**src/rtl/serial_pkg.sv**
```systemverilog
// Shared types and helpers for the serial shift-chain blocks.
// Build option SERIAL_DESER_PARITY_EN (used by serial_deser) enables the PARITY state.
package serial_pkg;

    localparam int unsigned SERIAL_DEFAULT_WIDTH = 8;

    // Receiver FSM states; PARITY is only reachable when parity is enabled.
    typedef enum logic [1:0] {
        IDLE   = 2'd0,
        SHIFT  = 2'd1,
        PARITY = 2'd2
    } deser_state_t;

    // Even-parity bit over a zero-extended word: 1 when the word has an odd number of ones.
    function automatic logic even_parity(input logic [31:0] v);
        return ^v;
    endfunction

endpackage

```
**src/rtl/deser_out_buf.sv**
```systemverilog
// Parallel output holding register with valid/ready handshake and overrun detection.
// A load while an unconsumed word is held (and not being taken this cycle) drops the
// incoming word and its flag, and pulses overrun_o for one cycle.
module deser_out_buf #(
    parameter int unsigned Width = 8
) (
    input  logic             clk_i,
    input  logic             rst_ni,
    input  logic             load_i,
    input  logic [Width-1:0] word_i,
    input  logic             flag_i,
    input  logic             ready_i,
    output logic [Width-1:0] data_o,
    output logic             valid_o,
    output logic             flag_o,
    output logic             overrun_o
);

    logic [Width-1:0] data_q, data_d;
    logic             valid_q, valid_d;
    logic             flag_q, flag_d;
    logic             overrun_q, overrun_d;

    // Next-state: accept a new word when empty or when the held word leaves this cycle.
    always_comb begin
        data_d    = data_q;
        flag_d    = flag_q;
        valid_d   = valid_q;
        overrun_d = 1'b0;
        if (load_i) begin
            if (!valid_q || ready_i) begin
                data_d  = word_i;
                flag_d  = flag_i;
                valid_d = 1'b1;
            end else begin
                overrun_d = 1'b1;
            end
        end else if (valid_q && ready_i) begin
            // data_q keeps its last value after the transfer
            valid_d = 1'b0;
        end
    end

    // Holding register state.
    always_ff @(posedge clk_i or negedge rst_ni) begin
        if (!rst_ni) begin
            data_q    <= '0;
            flag_q    <= 1'b0;
            valid_q   <= 1'b0;
            overrun_q <= 1'b0;
        end else begin
            data_q    <= data_d;
            flag_q    <= flag_d;
            valid_q   <= valid_d;
            overrun_q <= overrun_d;
        end
    end

    assign data_o    = data_q;
    assign valid_o   = valid_q;
    assign flag_o    = flag_q;
    assign overrun_o = overrun_q;

endmodule

```
**src/rtl/serial_deser.sv**
```systemverilog
// Serial-in parallel-out receiver: collects framed bits MSB first into a WIDTH-bit word
// and hands it to a double-buffered valid/ready output stage.
// Define SERIAL_DESER_PARITY_EN to expect one even-parity bit after the data bits.
module serial_deser
    import serial_pkg::*;
#(
    parameter int unsigned WIDTH = SERIAL_DEFAULT_WIDTH,
    parameter int unsigned CNT_W = $clog2(WIDTH + 1)
) (
    input  logic             clk,
    input  logic             rst_n,
    input  logic             serial_in,
    input  logic             bit_valid,
    input  logic             frame_start,
    output logic [WIDTH-1:0] par_out,
    output logic             par_valid,
    input  logic             par_ready,
    output logic             overrun,
    output logic             parity_err
);

    deser_state_t     state_q, state_d;
    logic [WIDTH-1:0] shreg_q, shreg_d;
    logic [CNT_W-1:0] cnt_q, cnt_d;

    logic [WIDTH-1:0] shifted;
    logic [WIDTH-1:0] done_word;
    logic             done_flag;
    logic             done;
    logic             last_data_bit;

    assign shifted       = {shreg_q[WIDTH-2:0], serial_in};
    assign last_data_bit = (cnt_q == CNT_W'(WIDTH - 1));

`ifdef SERIAL_DESER_PARITY_EN
    // Word is already complete in shreg_q when the parity bit arrives.
    assign done_word = shreg_q;
    assign done_flag = even_parity(32'(shreg_q)) ^ serial_in;
`else
    // Word completes on the last data bit, straight from the shift path.
    logic unused_shreg_msb;
    assign unused_shreg_msb = shreg_q[WIDTH-1];
    assign done_word        = shifted;
    assign done_flag        = 1'b0;
`endif

    // Next-state for FSM, shift register and bit counter; frame_start always resyncs.
    always_comb begin
        state_d = state_q;
        shreg_d = shreg_q;
        cnt_d   = cnt_q;
        done    = 1'b0;
        if (bit_valid) begin
            if (frame_start) begin
                // Abort any partial word silently; this bit is the new MSB.
                shreg_d = {{(WIDTH-1){1'b0}}, serial_in};
                cnt_d   = CNT_W'(1);
                state_d = SHIFT;
            end else begin
                unique case (state_q)
                    SHIFT: begin
                        shreg_d = shifted;
                        if (last_data_bit) begin
                            cnt_d = '0;
`ifdef SERIAL_DESER_PARITY_EN
                            state_d = PARITY;
`else
                            done    = 1'b1;
                            state_d = IDLE;
`endif
                        end else begin
                            cnt_d = cnt_q + CNT_W'(1);
                        end
                    end
`ifdef SERIAL_DESER_PARITY_EN
                    PARITY: begin
                        done    = 1'b1;
                        state_d = IDLE;
                    end
`endif
                    default: begin
                        // IDLE: bits outside a frame are ignored
                        state_d = IDLE;
                    end
                endcase
            end
        end
    end

    // Receive-path state.
    always_ff @(posedge clk or negedge rst_n) begin
        if (!rst_n) begin
            state_q <= IDLE;
            shreg_q <= '0;
            cnt_q   <= '0;
        end else begin
            state_q <= state_d;
            shreg_q <= shreg_d;
            cnt_q   <= cnt_d;
        end
    end

    deser_out_buf #(
        .Width (WIDTH)
    ) u_out_buf (
        .clk_i     (clk),
        .rst_ni    (rst_n),
        .load_i    (done),
        .word_i    (done_word),
        .flag_i    (done_flag),
        .ready_i   (par_ready),
        .data_o    (par_out),
        .valid_o   (par_valid),
        .flag_o    (parity_err),
        .overrun_o (overrun)
    );

endmodule

```
**config.mk**
```make
export PLATFORM = sky130hd
export DESIGN_NAME = serial_deser
export DESIGN_NICKNAME = d
export VERILOG_FILES = /design/src/rtl/serial_pkg.sv /design/src/rtl/deser_out_buf.sv /design/src/rtl/serial_deser.sv
export SDC_FILE = /design/constraint.sdc
export NUM_CORES = 1
export LEC_CHECK = 0
export ABC_AREA = 1
export BUFFER_PORTS_ARGS = -buffer_cell sky130_fd_sc_hd__buf_2
export CAP_MARGIN = 15
export CORE_MARGIN = 4
export CORE_UTILIZATION = 45
export CTS_CLUSTER_SIZE = 12
export DETAILED_ROUTE_END_ITERATION = 6
export HOLD_SLACK_MARGIN = 0.06
export PLACE_DENSITY = 0.71
export SLEW_MARGIN = 20
export SYNTH_ARGS = -nofsm -noshare
export SYNTH_HDL_FRONTEND = slang
export SYNTH_HIERARCHICAL = 1
export SYNTH_SLANG_ARGS = --single-unit
```
**constraint.sdc**
```tcl
create_clock -name clk -period 3.5 [get_ports clk]
set_input_delay 0.35 -clock clk [delete_from_list [all_inputs] [get_ports clk]]
set_output_delay 0.35 -clock clk [all_outputs]
set_load 0.02 [all_outputs]
```
==> metrics.yaml <==
routabilityCongestion: 0.7722
core_um2: 2022
worstPathMaxFanout: 11
hold_path.class: "input port to flip-flop"
rrSetupSlack_ps: 1680
worstReg2RegStart: "cnt_q[0]"
tritoncts: "done"
worst_ep_arrival_time_ps: 2030
max_freq_ghz: 0.5500
hold_slack_ps: 269.7
relSlewSlack_pct: 55.29
drtIter0Drc: 16
routed_via_density: 4.800
synthesis.instances: 109
num_vias: 744
regArea_um2: 575.6
clk_latency_ps: 310
synthArstFlopShare_pct: 100.0
area_delta_synth_final_pct: 13.06
firstDrtPassIters: 4
routedWlPerCell_um: 11.12
startpoint_type: "flip-flop"
start_util_pct: 48.33
drt-total-wl_um: 1724
cts_buffers: 3
leakage_nw: 0.6176
crit_top_cell: "nand2_1"
crit_chain: "ha_1, nand3_1, nor2_1, nand2_2, nand2_1, nand2_1"
fin_skew_ps: 2.539
synth-edff-count: 0
timing.rr.end: "u_out_buf/data_o[0]"
worstHoldStart: "serial_in"
ys.flop_type: "dfrtp_1"
crit_slowest_cell: "nor2_1"
grt_overflow: 0
syn-num-nets: 116
placementRows: 16
antenna_found_initial: 0
grt_pass1_vias: 682
clk_path_buf_depth: 2
synth_seq_cells: 23
max_stage_delay_ps: 550
seq_area_frac_synth_pct: 58.90
hold_depth: 3
timing_hold_violations_final: 0
io_buffers: 16
die_h_um: 54.60
htreeDepth: 1
clock_sinks: 23
ir_worst_vdd_v: 0.0001888
drive_gt1_share_pct: 19.53
die_w_um: 54.60
place_hpwl_um: 1287
synth_top_cell_by_area: "dfrtp_1"
fin_crit_sh_pct: 51.95
drv_cap: 0
nFillCells: 201
synth_area_um2: 977.2
yosysWarnings: 6
diodes: 0
grt_start_max_net_pins: 24
period_needed_ps: 1818
route.antenna.remaining_nets: 0
path_class: "flip-flop to flip-flop"
die-area_um2: 2981
yosysMostFrequentCell: "nand2_1"
grt_usage_pct: 14.06
drv_slew: 0
p_per_area_nw_per_um2: 496.5
endpoint_kind: "flip-flop"
clk_pin_slew_ps: 120
synth_top_cells_by_count: "nand2_1, dfrtp_1, inv_1, nand3_1"
setup_viol: 0
num_io_pins: 17
rsz0062_at_grt: "false"
netlist.area_leader.share_pct: 58.90
tns_ps: 0
required_ps: 3710
multi_input_area_um2: 322.8
worstRegToRegCells: 6
worst_slew_pin_slew_ps: 668.2
ys_types: 17
drc: 0
cts_root_buf: "clkbuf_4"
min_to: "shreg_q[0]"
nNetsFinal: 136
status: "finished clean"
grt_pass1_wl_um: 2953
synth_area_leaders: "dfrtp_1, nand2_1, nand3_1"
avgSynthCellArea_um2: 8.965
state kept, by name, summed over array words and instances (netlist names):
| signal | count |
|---|---|
| state_q | 1 |
| u_out_buf/flag_o | 1 |
| cnt_q | 4 |
| u_out_buf/valid_o | 1 |
| u_out_buf/overrun_o | 1 |
| u_out_buf/data_o | 8 |
| shreg_q | 7 |
report_power, final:
part / internal [W] / switching, W / leakage (nW)
registers: 0.000297 / 0.0000239 / 0.306
logic: 0.0000363 / 0.0000703 / 0.296
clock network: 0.0000445 / 0.0000769 / 0.0150
metal layers:
| layer | part of all wire [%] | GRT usage [%] | up-vias |
|---|---|---|---|
| met5 | 0 | 0 | - |
| met4 | 0.99 | 6.224 | 0 |
| met3 | 3.8 | 3.270 | 2 |
| met2 | 47 | 22.05 | 12 |
| met1 | 48 | 18.31 | 347 |
| li1 | - | - | 383 |
kinds of logic after synthesis:
| kind of cell | count (synthesis) | share of synthesized area (%) |
|---|---|---|
| AO/OA/AOI/OAI | 11 | 6.657 |
| adder cells (fa/ha/maj) | 1 | 1.280 |
| buffers and inverters | 17 | 8.066 |
| flip-flops | 23 | 58.90 |
| other | 1 | 0.3838 |
| AND/OR/NAND/NOR | 56 | 24.71 |
layout make-up:
class | count | share of cell area, %
Tap cell | 27 | 3.058
Clock buffer | 4 | 2.378
Inverter | 15 | 5.096
Timing Repair Buffer | 17 | 8.154
Multi-Input combinational cell | 69 | 29.22
Sequential cell | 23 | 52.10
timing repair:
action,in CTS,in global routing
gates resized for setup,0,0
hold buffers,1,0
setup buffers,0,0
hold endpoints to repair,23,0
metrics by stage:
stage               util [%]  cells  instance area [um^2]  total power (W)  setup slack, ps
finish                 54.64    155                  1105        0.0005486             1682
floorplan                  -    109                 977.2        0.0003917             2285
global placement       52.85    150                  1069        0.0004292             1794
detailed placement     52.85    150                  1069        0.0004322             1715
global route           54.64    155                  1105        0.0005911             1439
CTS                    54.64    155                  1105        0.0005538             1694
critical path: cells and delay by family, from the launching register on:
family	cells	cell delay (ps)
simple gates	5	1090
flops	1	430
fa+ha+maj	1	210
layout by cell type, fill, tap and decap left out:
cell type      count
a21oi_1            1
a21oi_2            1
buf_2             16
clkbuf_1           1
clkbuf_4           3
conb_1             1
dfrtp_1           23
dlygate4sd3_1      1
ha_1               1
inv_1             14
inv_2              1
nand2_1           34
nand2_2            3
nand3_1           12
nand3_2            1
nand4_1            1
nor2_1             5
o21ai_0            3
o21ai_1            1
o22ai_1            5
worst max path at each step:
stage | slack [ps] | to | from
after global placement | 1790 | u_out_buf/data_o[4] | frame_start
after floorplan | 2290 | u_out_buf/data_o[0] | cnt_q[0]
after detailed placement | 1710 | u_out_buf/data_o[0] | cnt_q[0]
final | 1680 | u_out_buf/data_o[0] | cnt_q[0]
after CTS | 1690 | u_out_buf/data_o[0] | cnt_q[0]
after global routing | 1440 | u_out_buf/data_o[1] | cnt_q[0]
(Power assumes the default switching activity.)
